===== src/rtl/if_stage.sv =====
// Instruction fetch: owns the PC, drives imem_addr, captures fetched word into IF/ID.
// Latency: one cycle from imem_addr to id_*; a redirect costs exactly one bubble.
// Backpressure: stall freezes PC and IF/ID; a memory miss holds PC and injects a bubble.
module if_stage #(
   parameter logic [31:0] RESET_PC  = 32'h0000_0000,
   parameter logic [31:0] NOP_INSTR = 32'h0000_0013
) (
   input  logic        clk,
   input  logic        rst,
   output logic [31:0] imem_addr,
   input  logic [31:0] imem_rdata,
   input  logic        imem_valid,
   input  logic        stall,
   input  logic        redirect,
   input  logic [31:0] redirect_target,
   input  logic        flush,
   output logic        id_valid,
   output logic [31:0] id_pc,
   output logic [31:0] id_pc_plus4,
   output logic [31:0] id_instruction,
   output logic [6:0]  id_opcode,
   output logic        fetch_misaligned,
   output logic [31:0] fetch_count
);

   // What the stage does on the coming edge, in priority order.
   typedef enum logic [2:0] {
      ACT_REDIRECT = 3'd0,
      ACT_FLUSH    = 3'd1,
      ACT_STALL    = 3'd2,
      ACT_MISS     = 3'd3,
      ACT_FETCH    = 3'd4
   } fetch_act_e;

   localparam logic [6:0] NOP_OPCODE = NOP_INSTR[6:0];

   fetch_act_e  act;

   logic [31:0] pc_q,              pc_d;
   logic        id_valid_q,        id_valid_d;
   logic [31:0] id_pc_q,           id_pc_d;
   logic [31:0] id_pc_plus4_q,     id_pc_plus4_d;
   logic [31:0] id_instruction_q,  id_instruction_d;
   logic [6:0]  id_opcode_q,       id_opcode_d;
   logic        fetch_misaligned_q, fetch_misaligned_d;
   logic [31:0] fetch_count_q,     fetch_count_d;

   logic [31:0] pc_plus4;

   // PC arithmetic wraps naturally at 2^32.
   assign pc_plus4  = pc_q + 32'd4;
   assign imem_addr = pc_q;

   // Resolve the competing control inputs into a single action.
   always_comb begin
      act = ACT_FETCH;
      if (redirect) begin
         act = ACT_REDIRECT;
      end else if (flush) begin
         act = ACT_FLUSH;
      end else if (stall) begin
         act = ACT_STALL;
      end else if (!imem_valid) begin
         act = ACT_MISS;
      end
   end

   // Next-state for PC, IF/ID register and status outputs.
   always_comb begin
      // Default: hold everything, misaligned pulse drops.
      pc_d               = pc_q;
      id_valid_d         = id_valid_q;
      id_pc_d            = id_pc_q;
      id_pc_plus4_d      = id_pc_plus4_q;
      id_instruction_d   = id_instruction_q;
      id_opcode_d        = id_opcode_q;
      fetch_misaligned_d = 1'b0;
      fetch_count_d      = fetch_count_q;

      case (act)
         ACT_REDIRECT: begin
            // Low two bits are dropped; the misalignment is only flagged.
            pc_d               = {redirect_target[31:2], 2'b00};
            fetch_misaligned_d = |redirect_target[1:0];
            id_valid_d         = 1'b0;
            id_instruction_d   = NOP_INSTR;
            id_opcode_d        = NOP_OPCODE;
         end
         ACT_FLUSH: begin
            // The squashed word still consumes its fetch slot if it arrived.
            if (imem_valid && !stall) begin
               pc_d = pc_plus4;
            end
            id_valid_d       = 1'b0;
            id_instruction_d = NOP_INSTR;
            id_opcode_d      = NOP_OPCODE;
         end
         ACT_STALL: begin
            // Defaults already hold PC, IF/ID and the counter.
         end
         ACT_MISS: begin
            id_valid_d       = 1'b0;
            id_instruction_d = NOP_INSTR;
            id_opcode_d      = NOP_OPCODE;
         end
         default: begin
            pc_d             = pc_plus4;
            id_valid_d       = 1'b1;
            id_pc_d          = pc_q;
            id_pc_plus4_d    = pc_plus4;
            id_instruction_d = imem_rdata;
            id_opcode_d      = imem_rdata[6:0];
            fetch_count_d    = fetch_count_q + 32'd1;
         end
      endcase
   end

   // State register; reset overrides every control input in the same cycle.
   always_ff @(posedge clk) begin
      if (rst) begin
         pc_q               <= RESET_PC;
         id_valid_q         <= 1'b0;
         id_pc_q            <= 32'd0;
         id_pc_plus4_q      <= 32'd0;
         id_instruction_q   <= NOP_INSTR;
         id_opcode_q        <= NOP_OPCODE;
         fetch_misaligned_q <= 1'b0;
         fetch_count_q      <= 32'd0;
      end else begin
         pc_q               <= pc_d;
         id_valid_q         <= id_valid_d;
         id_pc_q            <= id_pc_d;
         id_pc_plus4_q      <= id_pc_plus4_d;
         id_instruction_q   <= id_instruction_d;
         id_opcode_q        <= id_opcode_d;
         fetch_misaligned_q <= fetch_misaligned_d;
         fetch_count_q      <= fetch_count_d;
      end
   end

   assign id_valid         = id_valid_q;
   assign id_pc            = id_pc_q;
   assign id_pc_plus4      = id_pc_plus4_q;
   assign id_instruction   = id_instruction_q;
   assign id_opcode        = id_opcode_q;
   assign fetch_misaligned = fetch_misaligned_q;
   assign fetch_count      = fetch_count_q;

endmodule


===== config.mk =====
export PLATFORM = sky130hd
export DESIGN_NAME = if_stage
export DESIGN_NICKNAME = d
export VERILOG_FILES = /design/src/rtl/if_stage.sv
export SDC_FILE = /design/constraint.sdc
export NUM_CORES = 1
export LEC_CHECK = 0
export BUFFER_PORTS_ARGS = -buffer_cell sky130_fd_sc_hd__buf_2
export CORE_MARGIN = 4
export CORE_UTILIZATION = 54
export CTS_CLUSTER_DIAMETER = 100
export DETAILED_ROUTE_END_ITERATION = 12
export GPL_TIMING_DRIVEN = 0
export PLACE_DENSITY = 0.85
export SLEW_MARGIN = 20
export SYNTH_ARGS = -nofsm -noshare
export SYNTH_HDL_FRONTEND = slang
export SYNTH_SLANG_ARGS = --single-unit

===== constraint.sdc =====
create_clock -name clk -period 4.94 [get_ports clk]
set_clock_uncertainty 0.05 [all_clocks]
set_input_delay 0.494 -clock clk [delete_from_list [all_inputs] [get_ports clk]]
set_output_delay 0.494 -clock clk [all_outputs]
set_load 0.01 [all_outputs]

==> key figures, run 1 <==
STA
  • Fmax: about 350 MHz
  • Setup repair after global routing missed its margin: false
  • Slew of the pin with the lowest slew margin: around 0.96 ns
  • Max_slew headroom: 0.355
  • Min Clock Period, post-route: 2.88 ns
  • Max-slew violation count: 0
  • Worst hold-check slack: between 0.2 and 0.3 ns
  • Setup TNS after final layout: 0 ns
  • Final Hold Vio Count: 0
  • Part of the cycle the worst path needs: 0.583
  • Setup violation total in the final timing report: 0

Yosys
  • Proportion of synthesized chip area in sequential cells: 0.461
  • Synth async-reset ratio: 0
  • Synth warnings: 0
  • Number of synthesized flops with an enable pin: 0
  • Most repeated cell in the gate-level netlist after synthesis: sky130_fd_sc_hd__dfxtp_1
  • Average cell area after synthesis: 8.29 µm²
  • Post-synthesis cell type count: 42
  • Share of the synthesized area in the top cell type: 0.461
  • Cell Area, Synth: between 6000 and 7000 µm²
  • Synth area leader: sky130_fd_sc_hd__dfxtp_1
  • Cell count after synthesis: approximately 820
  • Main area contributors after synthesis: sky130_fd_sc_hd__dfxtp_1, sky130_fd_sc_hd__nor2_1, sky130_fd_sc_hd__nand2_1
  • Leading post-synthesis cells by instance count: sky130_fd_sc_hd__dfxtp_1, sky130_fd_sc_hd__nor2_1, sky130_fd_sc_hd__nand2_1
  • Top_reg_cell synth: sky130_fd_sc_hd__dfxtp_1
  • Total of flip-flops plus latches after synthesis: 156

Worst hold path
  • Cells on Worst Hold Path: 3
  • Class of the most critical hold timing path: in2reg

CTS
  • CTS sink count: between 150 and 200
  • Clock slew at the register clock pins of the worst setup and hold paths: ~0.060 ns
  • Clock Latency Late Sink: 0.42 ns
  • Hold-fix buffers, CTS: 0
  • H-tree levels: 4
  • Post-cts resize count: 0
  • Root buf cell: sky130_fd_sc_hd__clkbuf_16
  • Number of buffers inserted during clock tree synthesis: 17
  • Bufs on Longest Clock Path: 2
  • Clock tree from TritonCTS: done
  • Buffers inserted by post-CTS timing repair: 0

Setup path
  • Critical path class: reg2reg
  • Endpoint type of the worst setup path: register
  • Cell repeated most along the worst path: sky130_fd_sc_hd__clkbuf_1
  • Worst reg-to-reg setup slack: 2.06 ns
  • Beginning of the worst register-to-register path: imem_addr[2]
  • Cell at the slowest stage of the critical path: sky130_fd_sc_hd__dfxtp_1
  • Slowest stage delay, CP: 0.50 ns
  • Critical Path Source Type: register
  • Capture point of the worst path: imem_addr[24]
  • Required time of the worst setup path: 5.22 ns
  • List of cells traversed by the critical path: ha_1, clkbuf_1, nand4_1, nor2_1, clkbuf_1, nand3_1, xor2_1, a211oi_1
  • Critical path arrival: between 3 and 4 ns
  • Maximum fanout encountered on the critical timing path: 10
  • End of the worst register-to-register path: imem_addr[24]
  • First element of the critical path: imem_addr[2]
  • Length in cells of the worst reg-to-reg path: 8

Global route
  • Fraction of met2 tracks used by global routing: 0.462
  • Total congestion overflow: 0
  • Largest net degree at the start of global routing: 17
  • GRT Max-Usage Layer: met2
  • GRT Overall Usage: 0.282
  • Number of global-route vias before repair: 6449
  • Global-route wire length before repair: 32.2 mm
  • Antenna violations before repair: 2
  • Routing usage on met3: 0.0858
  • Met1 layer usage reported by global route: 0.347

Route
  • Count of TritonRoute iterations in the first routing pass: 5
  • Remaining routing DRC violations: 0
  • Number of DRC markers in iteration 0: ~500
  • WL per Instance: approximately 17 µm
  • Routed wire length: 20.9 mm
  • Routed vias/inst: 5.47
  • Via count: roughly 7000
  • DRT antenna net count: 0

Pwr
  • Power density cells: 325 nW/µm²
  • VDD IR-drop max: around 0.26 mV
  • Overall power: 2.84 mW
  • Lkg Pwr: 3.62 nW

Flow run
  • Maxcap violations: 0

Die
  • Overall die height: approximately 120 µm
  • Die Footprint: 14400 µm²
  • Die width: ~120 µm
  • Row count: 40
  • I/O pin count: 239
  • Initial Utilization: 0.557
  • Total core area: about 12000 µm²

Outcome
  • Status: finished clean

Final layout
  • Core utilization of the finished layout: 0.719
  • Area overhead of the layout relative to synthesis: 29.2%
  • Fraction of layout cells with a size suffix above 1: 0.264
  • Layout net count: 1143
  • Design area: approximately 9000 µm²

Placement
  • Area post-placement: 8150 µm²
  • I/O Buffers: 230
  • Weighted congestion reported at the end of routability-driven placement: 0.897
  • Placed wire-length estimate: 15.5 mm
==> state kept, by name (all words and copies together) (netlist names) <==
name / flops
fetch_count: 32
id_instruction: 32
id_pc: 30
id_pc_plus4: 30
imem_addr: 30
fetch_misaligned: 1
id_valid: 1
==> worst min-delay path by stage <==
stage	startpoint	endpoint
2_1_floorplan	id_pc[10]	id_pc[10]
3_3_place_gp	id_pc_plus4[15]	id_pc_plus4[15]
3_5_place_dp	id_pc_plus4[15]	id_pc_plus4[15]
4_1_cts	flush	id_instruction[31]
5_1_grt	imem_rdata[4]	id_instruction[4]
6_report	redirect_target[6]	imem_addr[6]
==> cell usage in the layout (no fill, tap or decap), types with 5 or more instances in the layout <==
cell type	n
sky130_fd_sc_hd__buf_2	232
sky130_fd_sc_hd__dfxtp_1	156
sky130_fd_sc_hd__nor2_1	117
sky130_fd_sc_hd__nand2_1	112
sky130_fd_sc_hd__clkbuf_1	54
sky130_fd_sc_hd__a21oi_1	46
sky130_fd_sc_hd__xnor2_1	44
sky130_fd_sc_hd__xor2_1	37
sky130_fd_sc_hd__a211oi_1	30
sky130_fd_sc_hd__a22oi_1	29
sky130_fd_sc_hd__nand3_1	27
sky130_fd_sc_hd__nand4_1	21
sky130_fd_sc_hd__nor3_1	20
sky130_fd_sc_hd__o21ai_0	18
sky130_fd_sc_hd__clkbuf_16	17
sky130_fd_sc_hd__buf_4	13
sky130_fd_sc_hd__inv_1	10
sky130_fd_sc_hd__nor4_1	10
sky130_fd_sc_hd__and4_1	9
sky130_fd_sc_hd__or3_1	8
sky130_fd_sc_hd__buf_1	7
sky130_fd_sc_hd__and3_1	7
sky130_fd_sc_hd__conb_1	6
sky130_fd_sc_hd__and2_1	5
sky130_fd_sc_hd__clkbuf_8	5
==> where the power goes <==
group | leakage, nW | internal (mW) | total (mW) | switching [mW]
registers | 1.27 | 1.29 | 1.32 | 0.0303
clock network | 0.291 | 0.802 | 1.30 | 0.496
logic | 2.06 | 0.0892 | 0.229 | 0.139
total | 3.62 | 2.18 | 2.84 | 0.666
==> cell type report <==
class / count / area [µm²]
buffer: 78 / 360
antenna: 1 / 2.50
multi-input combinational: 577 / 3270
clock buffer: 23 / 498
clock inverter: 7 / 87.6
timing repair buffer: 230 / 1150
sequential: 156 / 3120
inverter: 11 / 41.3
tap: 168 / 210
fill: 997 / 3420
==> worst max-delay path: cells and delay by family (launching register included) <==
kind                     cells  cell delay (ns)
AND/OR/NAND/NOR              3             0.87
buffers and inverters        2             0.70
flip-flops                   1             0.50
AO/OA/AOI/OAI                1             0.27
adder cells (fa/ha/maj)      1             0.20
XOR/XNOR                     1             0.18
==> stage by stage <==
stage | worst slack [ns] | instances
floorplan | 2.53 | 822
global placement | 2.04 | 1220
detailed placement | 2.08 | 1220
CTS | 2.12 | 1250
global route | 1.87 | 1251
finish | 2.06 | 1251
==> cells by family (layout without fill, tap and decap cells) <==
| kind of cell | count (synthesis) | count (layout) | synth area share |
|---|---|---|---|
| mux | 2 | 2 | 0.00296 |
| other cells | 1 | 7 | 0.000554 |
| compound gates | 133 | 133 | 0.124 |
| buf+inv | 89 | 349 | 0.0593 |
| fa+ha+maj | 2 | 2 | 0.00370 |
| simple gates | 353 | 353 | 0.244 |
| flops | 156 | 156 | 0.461 |
| xor+xnor | 81 | 81 | 0.105 |
==> metal layers <==
metal	share of wire	up-vias	wire length, µm
met5	0.00033	-	7
li1	-	3286	-
met2	0.48	316	10100
met1	0.40	3188	8450
met3	0.089	50	1850
met4	0.026	2	539
(Power assumes the default switching activity.)
==> run 2, diff against run 1 <==
- CORE_UTILIZATION: 54 -> 50
- PLACE_DENSITY: 0.85 -> 0.79
- clock period: 4.94 -> 2.8 ns (I/O delays scaled with it)
==> key figures, run 2 (synthesis results as in run 1) <==
Global route
  • GRT Overall Usage: 0.262 (-0.0198)
  • Largest net degree at the start of global routing: 17 (unchanged)
  • Global-route wire length before repair: 33.0 mm (+2.3%)
  • Antenna violations before repair: 0 (-2)
  • Number of global-route vias before repair: 6366 (-1.3%)
  • Total congestion overflow: 0 (unchanged)

Setup path
  • First element of the critical path: imem_addr[2]
  • Cell family contributing the most delay on the critical path: simple AND/OR/NAND/NOR gates
  • Critical path arrival: 2.89 ns (-0.27 ns)
  • Required time of the worst setup path: 3.08 ns (-2.14 ns)
  • Endpoint type of the worst setup path: register
  • Beginning of the worst register-to-register path: imem_addr[2]
  • Critical path class: reg2reg
  • Maximum fanout encountered on the critical timing path: 8 (-2)
  • Critical path buffer and inverter count: 2 (unchanged)
  • Critical Path Source Type: register
  • List of cells traversed by the critical path: ha_1, clkbuf_1, nand4_1, buf_4, nor4_1, nand2_1, xor2_1, a211oi_1
  • Slowest stage delay, CP: 0.53 ns (+0.03 ns)
  • Cell at the slowest stage of the critical path: sky130_fd_sc_hd__dfxtp_1

CTS
  • Clock Latency Late Sink: 0.42 ns (about the same)
  • H-tree levels: 4 (unchanged)
  • Number of buffers inserted during clock tree synthesis: 17 (unchanged)
  • Root buf cell: sky130_fd_sc_hd__clkbuf_16
  • Hold-fix buffers, CTS: 0 (unchanged)
  • Clock tree from TritonCTS: done
  • Clock slew at the register clock pins of the worst setup and hold paths: 0.06 ns (about the same)
  • CTS sink count: 156 (unchanged)
  • Bufs on Longest Clock Path: 2 (unchanged)

Final layout
  • Post-route insts no fill: 1260 (+0.72%)
  • Area overhead of the layout relative to synthesis: 29.6%
  • Footprint of the flip-flops and latches: 3120 µm² (unchanged)
  • Fillcell total: 1206 (+21%)
  • Fraction of layout cells with a size suffix above 1: 0.265 (+0.000435)
  • Antenna Diode Count: 0 (-1)
  • Leading cell type in the layout, fill and taps excluded: sky130_fd_sc_hd__buf_2
  • Most frequent cells in the layout: sky130_fd_sc_hd__buf_2, sky130_fd_sc_hd__dfxtp_1, sky130_fd_sc_hd__nor2_1
  • Multi-input gate area: 3270 µm² (-0.11%)
  • Layout net count: 1145 (+0.17%)

Die
  • Die width: 124 µm (+3.7%)
  • Die Footprint: 15500 µm² (+7.5%)
  • Initial Utilization: 0.511 (-0.0454)
  • Overall die height: 124 µm (+3.7%)
  • Total core area: 13200 µm² (+8.9%)
  • Row count: 42 (+5.0%)
  • I/O pin count: 239 (unchanged)

STA
  • Setup repair after global routing missed its margin: false
  • Setup violation total in the final timing report: 0 (unchanged)
  • Slew of the pin with the lowest slew margin: 1.05 ns (+0.0851 ns)
  • Max_slew headroom: 0.294 (-0.0615)
  • Part of the cycle the worst path needs: 0.930 (+0.346)
  • Final Hold Vio Count: 0 (unchanged)
  • Fmax: 384 MHz (+11%)
  • Setup TNS after final layout: 0 ns (unchanged)
  • Min Clock Period, post-route: 2.60 ns (-0.278 ns)
  • Max-slew violation count: 0 (unchanged)

Route
  • WL per Instance: 16.4 µm (-1.7%)
  • Number of DRC markers in iteration 0: 477 (-3.4%)
  • Remaining routing DRC violations: 0 (unchanged)
  • Routed wire length: 20.7 mm (-1.0%)
  • DRT antenna net count: 0 (unchanged)
  • Count of TritonRoute iterations in the first routing pass: 7 (+2)
  • Routed vias/inst: 5.36 (-2.0%)
  • Via count: 6754 (-1.3%)

Worst hold path
  • Class of the most critical hold timing path: in2reg
  • Min-delay src: redirect_target[4]

Pwr
  • Lkg Pwr: 3.64 nW (+0.48%)
  • Power density cells: 580 nW/µm² (+78%)
  • VDD IR-drop max: 0.363 mV (+39%)

Flow run
  • Maxcap violations: 0 (unchanged)

Placement
  • Placed Cells: 1228 (+0.66%)
  • I/O Buffers: 230 (unchanged)
  • Weighted congestion reported at the end of routability-driven placement: 0.889 (-0.88%)
  • Placed wire-length estimate: 15.4 mm (-0.79%)

Outcome
  • Status: finished clean
## run 2: cell types whose count changed in the layout (fill, tap and decap cells not counted), sizes merged
cell	previous run	this run
buf	254	256
bufinv	2	4
clkbuf	77	75
clkinv	4	5
clkinvlp	1	0
diode	1	0
## run 2: stage by stage
step | instance area (µm²) | worst slack (ns) | hold WS, ns | util | power [mW]
after detailed placement | 8160 | 0.0864 | 0.391 | 0.616 | 2.77
after floorplan | 6790 | 0.571 | 0.309 | - | 2.59
after CTS | 8760 | 0.0280 | 0.0279 | 0.661 | 5.12
after global placement | 8160 | 0.0861 | 0.383 | 0.616 | 2.77
after global routing | 8770 | 0.0148 | 0.0421 | 0.663 | 5.28
final | 8770 | 0.197 | 0.0462 | 0.663 | 5.09
## run 2: power by group
part           internal (mW)  switching, mW
clock                   1.50          0.867
combinational          0.157          0.247
sequential              2.27         0.0545
## run 2: layer usage
metal / vias up / share of wire / track usage
li1: 3271 / - / -
met1: 3149 / 0.43 / 0.343
met2: 292 / 0.46 / 0.411
met3: 42 / 0.078 / 0.0776
met4: 0 / 0.027 / 0.0922
met5: - / 0 / 0
## run 2: worst register-to-register path: cells and delay by family, from the launching register on
| family | cells | cell delay (ns) |
|---|---|---|
| XOR/XNOR | 1 | 0.17 |
| flip-flops | 1 | 0.53 |
| buffers and inverters | 2 | 0.51 |
| AO/OA/AOI/OAI | 1 | 0.22 |
| adder cells (fa/ha/maj) | 1 | 0.20 |
| AND/OR/NAND/NOR | 3 | 0.85 |
## run 2: cell type report
| cell class | count | area share |
|---|---|---|
| multi-input cells | 577 | 0.372 |
| plain buffers | 78 | 0.0412 |
| repair buffers | 232 | 0.133 |
| flip-flops and latches | 156 | 0.356 |
| clock inverters | 9 | 0.0165 |
| inverters | 11 | 0.00471 |
| well taps | 176 | 0.0251 |
| clock buffers | 21 | 0.0513 |
## run 2: timing repair
item / in CTS / in global routing
gates resized for setup: 0 / 3
setup buffers: 0 / 2
setup endpoints to repair: 0 / 11
## run 2: final timing paths
check	to	depth (start not counted)	slack, ns
min reg2reg	id_pc[13]	2	0.40
min	imem_addr[4]	3	0.05
max reg2reg	imem_addr[18]	8	0.20
max	imem_addr[18]	8	0.20
